<file path="src/rtl/ms_jk_reg_bank.sv">
// ms_jk_reg_bank: a bank of WIDTH master/slave flip-flops.
// The master stage evaluates JK, D, T or SR behaviour per bit. The slave stage
// copies the master on every edge, so the architectural output q trails the
// master by one edge. Status flags report an illegal SR input and changes in q.
module ms_jk_reg_bank #(
  parameter int unsigned      WIDTH     = 8,
  parameter logic [WIDTH-1:0] RESET_VAL = '0
) (
  input  logic             clk,
  input  logic             rst,
  input  logic             en,
  input  logic [1:0]       mode,
  input  logic [WIDTH-1:0] j,
  input  logic [WIDTH-1:0] k,
  input  logic             err_clr,
  output logic [WIDTH-1:0] qm,
  output logic [WIDTH-1:0] q,
  output logic [WIDTH-1:0] q_bar,
  output logic             sr_err,
  output logic             sr_err_sticky,
  output logic             q_chg
);

  typedef enum logic [1:0] {
    MODE_JK = 2'b00,
    MODE_D  = 2'b01,
    MODE_T  = 2'b10,
    MODE_SR = 2'b11
  } mode_e;

  mode_e            mode_sel;
  logic [WIDTH-1:0] qm_next;
  logic             sr_illegal;

  assign mode_sel = mode_e'(mode);

  // Complement output is purely combinational from the slave.
  assign q_bar = ~q;

  // Master next-state: per-bit JK / D / T / SR evaluation from the current qm.
  always_comb begin
    // NOTE: every combinational output gets a default first so no path can
    // leave it unassigned and infer a latch.
    qm_next    = qm;
    sr_illegal = 1'b0;
    if (en) begin
      case (mode_sel)
        // 00 hold, 01 clear, 10 set, 11 toggle
        MODE_JK: qm_next = (j & ~qm) | (~k & qm);
        MODE_D:  qm_next = j;
        MODE_T:  qm_next = qm ^ j;
        // S=R=1 bits hold; the remaining bits still set or clear.
        MODE_SR: begin
          qm_next    = (qm | (j & ~k)) & ~(k & ~j);
          sr_illegal = |(j & k);
        end
        default: qm_next = qm;
      endcase
    end
  end

  // Master and slave registers: the slave takes the pre-edge master value.
  always_ff @(posedge clk or posedge rst) begin
    if (rst) begin
      qm <= RESET_VAL;
      q  <= RESET_VAL;
    end else begin
      // NOTE: non-blocking assignments make q sample the old qm, which is what
      // gives the master/slave one-edge separation.
      qm <= qm_next;
      q  <= qm;
    end
  end

  // Status flags: SR error pulse and sticky, plus the q-changed pulse.
  always_ff @(posedge clk or posedge rst) begin
    if (rst) begin
      sr_err        <= 1'b0;
      sr_err_sticky <= 1'b0;
      q_chg         <= 1'b0;
    end else begin
      sr_err <= sr_illegal;
      q_chg  <= (qm != q);
      // A new error on the same edge as a clear request must stay visible.
      if (sr_illegal) begin
        sr_err_sticky <= 1'b1;
      end else if (err_clr) begin
        sr_err_sticky <= 1'b0;
      end
    end
  end

endmodule

</file>
<file path="config.mk">
export PLATFORM = sky130hd
export DESIGN_NAME = ms_jk_reg_bank
export DESIGN_NICKNAME = d
export VERILOG_FILES = /design/src/rtl/ms_jk_reg_bank.sv
export SDC_FILE = /design/constraint.sdc
export NUM_CORES = 1
export LEC_CHECK = 0
export ABC_AREA = 1
export CELL_PAD_IN_SITES_DETAIL_PLACEMENT = 0
export CELL_PAD_IN_SITES_GLOBAL_PLACEMENT = 2
export CORE_MARGIN = 2
export CORE_UTILIZATION = 23
export DETAILED_ROUTE_END_ITERATION = 8
export PLACE_DENSITY_LB_ADDON = 0.2
export REMOVE_ABC_BUFFERS = 1
export SKIP_LAST_GASP = 1
export SLEW_MARGIN = 20
export SYNTH_ARGS = -nofsm -noshare
export SYNTH_HDL_FRONTEND = slang
export SYNTH_SLANG_ARGS = --single-unit
</file>
<file path="constraint.sdc">
create_clock -name clk -period 2.4 [get_ports clk]
set_clock_uncertainty 0.2 [all_clocks]
set_input_delay 0.48 -clock clk [delete_from_list [all_inputs] [get_ports clk]]
set_output_delay 0.48 -clock clk [all_outputs]
set_load 0.1 [all_outputs]
</file>
==> out/results.tsv, run 1 <==
metric	value	unit
CTS clock-pin slew for the worst setup and hold paths	0.08	ns
fin nets	300	
RSZ-0062 raised after global routing	no	
Critical Path End Type	output pin	
routability congestion estimate	0.757	
fin crit share	73.5	%
Worst setup startpoint	qm[1]	
# Post-CTS Setup Buffers	0	
number of inserted diodes	0	
Reg2Reg Depth	3	
initial drt markers	60	
DRC violations left	0	
die area	6350	µm²
antenna violations before repair	0	
Die Y	79.7	µm
commonest non-fill, non-tap cells in the layout	nand2_1 (108), inv_1 (44), buf_4 (30)	
post-synthesis register bit count	19	
CP Depth	1	
leakage dissipation	0.00109	µW
fin. max-slew vios	0	
Worst-Margin Slew	0.378	ns
Hold WS	0.299	ns
vias	1435	
Worst path max stage delay	0.48	ns
Routed WL per cell	11.0	µm
flop-to-flop setup slack	1.13	ns
Vias per Instance	4.11	
commonest non-fill, non-tap cell in the layout	nand2_1	
CTS Buf Count	3	
Fill cells	618	
placeable core area	5510	µm²
Synth Instances	224	
IO Port Bufs	48	
Initial Util	23.9	%
# rows	27	
Cell Area, Synth	1320	µm²
final setup violation count	0	
maxcap violations	0	
CP Buf/Inv Count	1	
reg-to-reg startpoint	qm[3]	
synth-to-layout area growth	42.6	%
CP Launch Type	register	
global-route wire length before repair	6250	µm
Sink Count	19	
hold path start	sr_err_sticky	
WP data required	1.72	ns
synthesis warning total	0	
Fin. Hold Viols	0	
root buffer cell	clkbuf_8	
Die Width	79.7	µm
power density over the cells	774	nW/µm²
Worst Path Arrival	1.08	ns
hold depth	2	
remaining global-route overflow	0	
Fin Setup TNS	0	ns
Clk Latency, worst-skew pair	0.26	ns
DP HPWL	2880	µm
worst setup path category	reg -> out	
hold buffers post-CTS	0	
run status	complete, no violations	
largest delay contributor family on the critical path	flip-flops	
number of global-route vias before repair	1305	
Routed WL	3830	µm
Yosys cell types	13	
clock buffer depth	2	
CTS tree	done	
Slew headroom	74.7	%
Total Routing Usage GR	12.8	%
sequential share of the synthesized area	36.1	%
Worst Hold Class	reg -> reg	
CP max-delay cell	dfrtp_1	
Peak Freq	567	MHz
Synth Area per Inst	5.88	µm²
crit-path max FO	7	
share of post-route cells with drive strength above 1	12.6	%
largest net degree at the start of global routing	20	
Antenna Violating Nets Remaining	0	
CP Cell Sequence	buf_4	
Peak VDD IR	0.245	mV
Post-CTS Resized	0	
1st-pass router iterations	4	
H-tree depth	1	
post-layout min period	1.76	ns
boundary pin count	49	
==> kinds of logic (layout without fill, tap and decap cells) <==
group / count (synthesis) / in the layout / synth area share [%]
AO/OA/AOI/OAI: 21 / 21 / 7.98
XOR/XNOR: 4 / 4 / 2.66
buffers and inverters: 48 / 101 / 13.9
flip-flops: 19 / 19 / 36.1
AND/OR/NAND/NOR: 132 / 132 / 39.4
==> cell type report <==
class,count,area (µm²),area share [%]
Multi-Input combinational cell,157,659,35.1
Sequential cell,19,475,25.3
Timing Repair Buffer,51,435,23.2
Inverter,46,173,9.19
Tap cell,72,90.1,4.79
Clock buffer,3,41.3,2.20
Clock inverter,1,5.00,0.266
==> state kept, by name (all words and copies together) (netlist names) <==
name / flops
q: 8
sr_err: 1
qm: 8
q_chg: 1
sr_err_sticky: 1
==> layer usage <==
layer | GRT usage (%) | vias up | wire, µm
li1 | - | 777 | -
met1 | 16.9 | 612 | 1760
met2 | 21.3 | 41 | 1800
met3 | 1.70 | 5 | 212
met4 | 4.14 | 0 | 55
met5 | 0 | - | 0
==> through the flow <==
stage	worst slack, ns	cell area, µm²	utilization [%]	std cells	total power [µW]
after CTS	0.625	1880	34.1	349	1480
after global placement	0.379	1830	33.3	345	1250
after floorplan	0.0636	1310	-	222	1030
final	0.636	1880	34.1	349	1460
after global routing	0.576	1880	34.1	349	1540
after detailed placement	0.382	1830	33.3	345	1240
==> cell usage after synthesis, drive strengths merged <==
cell | count | area share [%]
nand3 | 17 | 6.5
o21ai | 11 | 4.2
a21oi | 10 | 3.8
dfrtp | 19 | 36
inv | 45 | 13
buf | 2 | 0.76
nand4 | 1 | 0.48
xnor2 | 2 | 1.3
xor2 | 2 | 1.3
clkinv | 1 | 0.28
nand2 | 108 | 31
nor2 | 6 | 1.7
==> path summary, 6_finish.rpt <==
kind,end
min reg2reg,sr_err_sticky
max in group asynchronous,qm[3]
min,sr_err_sticky
max reg2reg,q_chg
max,qm[1]
min in group asynchronous,qm[5]
==> worst register-to-register path, stage by stage (launching register included) <==
cell,delay (ns)
dfrtp_1,0.46
xor2_1,0.19
a21oi_1,0.20
nand3_1,0.10
==> power by group <==
part | switching (µW) | internal (µW)
registers | 56.0 | 362
logic | 625 | 183
clock network | 114 | 116
Power figures use the tool's default switching activity.
==> run 2: changes to the inputs <==
--- a/config.mk
+++ b/config.mk
@@ -9,7 +9,7 @@
 export CELL_PAD_IN_SITES_DETAIL_PLACEMENT = 0
 export CELL_PAD_IN_SITES_GLOBAL_PLACEMENT = 2
 export CORE_MARGIN = 2
-export CORE_UTILIZATION = 23
+export CORE_UTILIZATION = 19
 export DETAILED_ROUTE_END_ITERATION = 8
 export PLACE_DENSITY_LB_ADDON = 0.2
 export REMOVE_ABC_BUFFERS = 1
==> constraint.sdc (replaced) <==
create_clock -name clk -period 1.45 [get_ports clk]
set_clock_uncertainty 0.2 [all_clocks]
set_input_delay 0.29 -clock clk [delete_from_list [all_inputs] [get_ports clk]]
set_output_delay 0.29 -clock clk [all_outputs]
set_load 0.1 [all_outputs]
==> run 2 against run 1 <==
Compared with the run above:
- the run now ends with negative setup slack left
- combinational power rose by 130%
- via count rose by 7.8%
- non-clock buffer count rose by 32
- largest cell class is now non-clock buffers
- largest power group unchanged
==> out/results.tsv, run 2 (synthesis gave the netlist of run 1 again) <==
metric	value	unit	change
run status	complete, but fails checks		was complete, no violations
failing checks	negative setup slack		
number of global-route vias before repair	1463		was 1305
die area	7620	µm²	was 6350 µm²
Worst Hold Class	in -> async		was reg -> reg
root buffer cell	clkbuf_8		unchanged
# rows	30		was 27
Peak Freq	679	MHz	
Tot Pwr	2980	µW	was 1460 µW
Switch Pwr	1460	µW	was 795 µW
RSZ-0062 raised after global routing	yes		was no
grt met3 use	1.52	%	was 1.70%
CTS Buf Count	3		unchanged
largest registers	q (8), qm (8)		unchanged
Fill cells	721		was 618
Pint	1520	µW	was 660 µW
M2 GR Usage	20.7	%	was 21.3%
initial drt markers	39		was 60
IO Port Bufs	48		unchanged
Placement Setup Slack	-0.314	ns	was 0.382 ns
Worst R2R End	qm[4]		was q_chg
flop-to-flop setup slack	0.07	ns	was 1.13 ns
Fin Setup TNS	-0.0498	ns	was 0 ns
Die Width	87.3	µm	was 79.7 µm
post-layout min period	1.47	ns	
commonest non-fill, non-tap cell in the layout	nand2_1		unchanged
clock power share	13.3	%	was 15.8%
hold buffers post-CTS	0		unchanged
DP HPWL	3400	µm	was 2880 µm
Routed WL per cell	11.4	µm	was 11.0 µm
non-filler cells in the finished layout	389		was 349
CTS clock-pin slew for the worst setup and hold paths	0.08	ns	about the same
WP data required	0.96	ns	was 1.72 ns
Reg power frac	24.1	%	was 28.7%
fin crit share	102	%	
remaining global-route overflow	0		unchanged
Peak VDD IR	0.606	mV	was 0.245 mV
Worst-Margin Slew	0.229	ns	was 0.378 ns
antenna violations before repair	0		unchanged
Reg2Reg Depth	8		was 3
Critical Path End Type	output pin		unchanged
commonest non-fill, non-tap cells in the layout	nand2_1 (107), inv_1 (36), buf_12 (29)		was nand2_1 (108), inv_1 (44), buf_4 (30)
switching portion of total power	49.0	%	was 54.6%
CTS tree	done		unchanged
DRC violations left	0		unchanged
share of post-route cells with drive strength above 1	28.5	%	was 12.6%
fin nets	332		was 300
H-tree depth	1		unchanged
worst setup path category	reg -> out		unchanged
Fin. Hold Viols	0		unchanged
GRT busiest layer	met2		unchanged
reg-to-reg startpoint	qm[4]		was qm[3]
routability congestion estimate	0.776		was 0.757
worst setup slack after layout	-0.0231	ns	was 0.636 ns
placeable core area	6760	µm²	was 5510 µm²
Vias per Instance	3.98		was 4.11
boundary pin count	49		unchanged
leakage dissipation	0.00139	µW	was 0.00109 µW
Hold WS	0.134	ns	was 0.299 ns
largest net degree at the start of global routing	20		unchanged
Antenna Violating Nets Remaining	0		unchanged
maxcap violations	0		unchanged
Routed WL	4440	µm	was 3830 µm
1st-pass router iterations	5		was 4
clock buffer depth	2		unchanged
Worst Path Arrival	0.98	ns	was 1.08 ns
vias	1547		was 1435
Sink Count	19		unchanged
Slew headroom	84.6	%	was 74.7%
global-route met1 utilization	17.0	%	was 16.9%
Clk Latency, worst-skew pair	0.26	ns	about the same
final setup violation count	5		was 0
combinational power share	62.6	%	was 55.5%
number of inserted diodes	0		unchanged
synth-to-layout area growth	94.9	%	was 42.6%
placed cells	370		was 345
global-route wire length before repair	7220	µm	was 6250 µm
Initial Util	19.5	%	was 23.9%
Die Y	87.3	µm	was 79.7 µm
power density over the cells	1160	nW/µm²	was 774 nW/µm²
CP Launch Type	register		unchanged
fin. max-slew vios	0		unchanged
Total Routing Usage GR	12.3	%	was 12.8%
crit-path max FO	3		was 7
==> run 2: cell types whose count changed in the layout (fill, tap and decap cells not counted), sizes merged <==
cell	before	now
buf	30	62
dlymetal6s2s	0	2
clkdlybuf4s50	21	19
==> run 2: layout make-up <==
type                    instances  area (µm²)  area share, %
multi-input cells             157         686           26.7
clock buffers                   3        41.3           1.61
well taps                      80         100           3.90
inverters                      46         175           6.82
flip-flops and latches         19         487           19.0
repair buffers                 83        1070           41.8
clock inverters                 1        5.00          0.195
==> run 2: worst max path at each step <==
stage | startpoint | to | slack [ns] | cells after the start
2_1_floorplan | q[4] | q_chg | -0.89 | 5
3_3_place_gp | mode[0] | qm[6] | -0.30 | 9
3_5_place_dp | mode[0] | qm[6] | -0.31 | 9
4_1_cts | q[0] | q_bar[0] | -0.05 | 2
5_1_grt | q[0] | q_bar[0] | -0.07 | 2
6_report | q[0] | q_bar[0] | -0.02 | 2
==> run 2: worst max-delay path, stage by stage (launching register included) <==
cell     delay, ns
dfrtp_2       0.47
inv_2         0.09
buf_12        0.17
==> run 2: power groups by stage <==
stage / Combinational [µW] / Clock, µW / Sequential [µW]
2_1_floorplan: 519 / 0 / 1190
3_3_place_gp: 1720 / 0 / 734
3_5_place_dp: 1710 / 0 / 732
4_1_cts: 1790 / 414 / 724
5_1_grt: 1960 / 435 / 733
6_report: 1860 / 397 / 718
==> run 2: what timing repair did <==
item                                   CTS  global route
gates resized for setup                 17            25
setup endpoints to repair               24            24
endpoints found under the hold margin    0             0
pin swaps                                0             2
gates cloned                             0             0
buffers inserted                        10             8
==> run 2: stage by stage <==
step | area, µm² | util, %
3_5_place_dp | 2320 | 34.4
5_1_grt | 2570 | 38.0
6_report | 2570 | 38.0
4_1_cts | 2450 | 36.3
2_1_floorplan | 1310 | -
3_3_place_gp | 2320 | 34.4
==> run 2: per-layer routing <==
metal	share of wire (%)	up-vias
li1	-	840
met1	50	669
met2	46	36
met3	3.5	2
met4	0.23	0
met5	0	-
==> run 3: changes to the inputs <==
--- a/config.mk
+++ b/config.mk
@@ -6,10 +6,8 @@
 export NUM_CORES = 1
 export LEC_CHECK = 0
 export ABC_AREA = 1
-export CELL_PAD_IN_SITES_DETAIL_PLACEMENT = 0
-export CELL_PAD_IN_SITES_GLOBAL_PLACEMENT = 2
 export CORE_MARGIN = 2
-export CORE_UTILIZATION = 19
+export CORE_UTILIZATION = 40
 export DETAILED_ROUTE_END_ITERATION = 8
 export PLACE_DENSITY_LB_ADDON = 0.2
 export REMOVE_ABC_BUFFERS = 1
==> run 3 against run 2 <==
Compared with the run above:
- the flow still finishes with violations (negative setup slack)
- global-route usage increased by 10 points
- cell count down 11%
- sequential cell count unchanged
- die area is 51% lower
- worst hold slack lost 0.031 ns
- setup slack worse by 0.054 ns
- clock power down 28%
- first-iteration DRC count up 110%
- via count up 4.1%
- power fell by 5.0%
- clock-buffer cell count grew 1
- sequential share of layout area increased by 1.2 points
- largest power group unchanged
==> out/results.tsv, run 3 (synthesis gave the netlist of run 1 again) <==
metric	value	unit	change
CTS tree	done		unchanged
Worst Path Arrival	1.04	ns	was 0.98 ns
Worst Hold Class	in -> async		unchanged
clock buffer depth	2		unchanged
CP Launch Type	register		unchanged
commonest non-fill, non-tap cells in the layout	nand2_1 (107), inv_1 (35), buf_12 (27)		was nand2_1 (107), inv_1 (36), buf_12 (29)
1st-pass router iterations	5		unchanged
DP HPWL	2720	µm	was 3400 µm
hold buffers post-CTS	0		unchanged
Worst-Margin Slew	0.261	ns	was 0.229 ns
global-route wire length before repair	6290	µm	was 7220 µm
share of post-route cells with drive strength above 1	26.3	%	was 28.5%
Placement Setup Slack	-0.332	ns	was -0.314 ns
routability congestion estimate	0.785		was 0.776
root buffer cell	clkbuf_4		was clkbuf_8
crit-path max FO	3		unchanged
final setup violation count	12		was 5
die area	3770	µm²	was 7620 µm²
fin. max-slew vios	0		unchanged
Fill cells	241		was 721
Sink Count	19		unchanged
DRC violations left	0		unchanged
Routed WL per cell	11.5	µm	was 11.4 µm
post-layout min period	1.53	ns	was 1.47 ns
Peak VDD IR	0.781	mV	was 0.606 mV
Routed WL	3990	µm	was 4440 µm
Fin Setup TNS	-0.633	ns	was -0.0498 ns
Antenna Violating Nets Remaining	0		unchanged
boundary pin count	49		unchanged
fin nets	327		was 332
Layout Utilization	77.7	%	was 38.0%
Vias per Instance	4.63		was 3.98
number of inserted diodes	0		unchanged
CTS Buf Count	3		unchanged
worst setup slack after layout	-0.0769	ns	was -0.0231 ns
# rows	20		was 30
area post-placement	2170	µm²	was 2320 µm²
Fin. Hold Viols	0		unchanged
Clk Latency, worst-skew pair	0.31	ns	was 0.26 ns
Design Area, Final	2410	µm²	was 2570 µm²
leakage dissipation	0.00134	µW	was 0.00139 µW
initial drt markers	83		was 39
Critical Path End Type	output pin		unchanged
failing checks	negative setup slack		unchanged
vias	1610		was 1547
run status	complete, but fails checks		unchanged
Peak Freq	655	MHz	was 679 MHz
largest net degree at the start of global routing	20		unchanged
number of global-route vias before repair	1467		was 1463
WP data required	0.96	ns	about the same
placeable core area	3100	µm²	was 6760 µm²
non-filler cells in the finished layout	348		was 389
maxcap violations	0		unchanged
Slew headroom	82.6	%	was 84.6%
fin crit share	105	%	was 102%
CTS clock-pin slew for the worst setup and hold paths	0.12	ns	was 0.08 ns
Total Routing Usage GR	22.6	%	was 12.3%
Reg2Reg Depth	5		was 8
synth-to-layout area growth	83.0	%	was 94.9%
antenna violations before repair	0		unchanged
remaining global-route overflow	0		unchanged
H-tree depth	1		unchanged
largest registers	q (8), qm (8)		unchanged
commonest non-fill, non-tap cell in the layout	nand2_1		unchanged
Die Y	61.4	µm	was 87.3 µm
worst setup path category	reg -> out		unchanged
placed cells	322		was 370
RSZ-0062 raised after global routing	yes		unchanged
IO Port Bufs	48		unchanged
Die Width	61.4	µm	was 87.3 µm
power density over the cells	1170	nW/µm²	was 1160 nW/µm²
Initial Util	42.5	%	was 19.5%
[run 3: worst max-delay path, cell delays in order (launching register included)]
cell     delay (ns)
dfrtp_1        0.44
buf_6          0.14
buf_12         0.15
[run 3: worst paths after layout]
check	to	slack [ns]	start
hold reg to reg	sr_err_sticky	0.36	sr_err_sticky
min in group clk	sr_err	0.32	mode[1]
setup reg to reg	q_chg	0.07	q[1]
hold / removal	qm[7]	0.10	rst
max in group asynchronous	qm[2]	0.71	rst
setup / recovery	q[2]	-0.08	q[2]
[run 3: routing by layer]
metal	vias to the layer above	part of all wire, %	track usage (%)
met3	6	6.8	2.94
li1	831	-	-
met2	63	53	40.0
met1	710	39	28.0
met5	-	0	0
met4	0	1.6	8.21
[run 3: cell type report]
type	count	area, µm²	area share, %
Tap cell	44	55.1	2.28
Inverter	46	173	7.16
Sequential cell	19	485	20.1
Multi-Input combinational cell	157	672	27.9
Clock buffer	4	26.3	1.09
Timing Repair Buffer	78	1000	41.5
[run 3: what timing repair did]
| item | CTS | global route |
|---|---|---|
| endpoints found under the setup margin | 19 | 24 |
| setup buffers | 18 | 4 |
| gates resized for setup | 17 | 10 |
[run 3: metrics by stage]
stage	hold slack (ns)	total power, µW
2_1_floorplan	0.0411	1710
3_3_place_gp	0.327	2360
3_5_place_dp	0.338	2370
4_1_cts	0.114	2790
5_1_grt	0.135	2950
6_report	0.104	2830
[run 3: where the power goes]
part           switching, µW  internal (µW)  leakage [µW]
Combinational           1150            698       0.00111
Sequential              90.6            605      0.000222
Clock                    176            108     0.0000150
Total                   1420           1410       0.00134
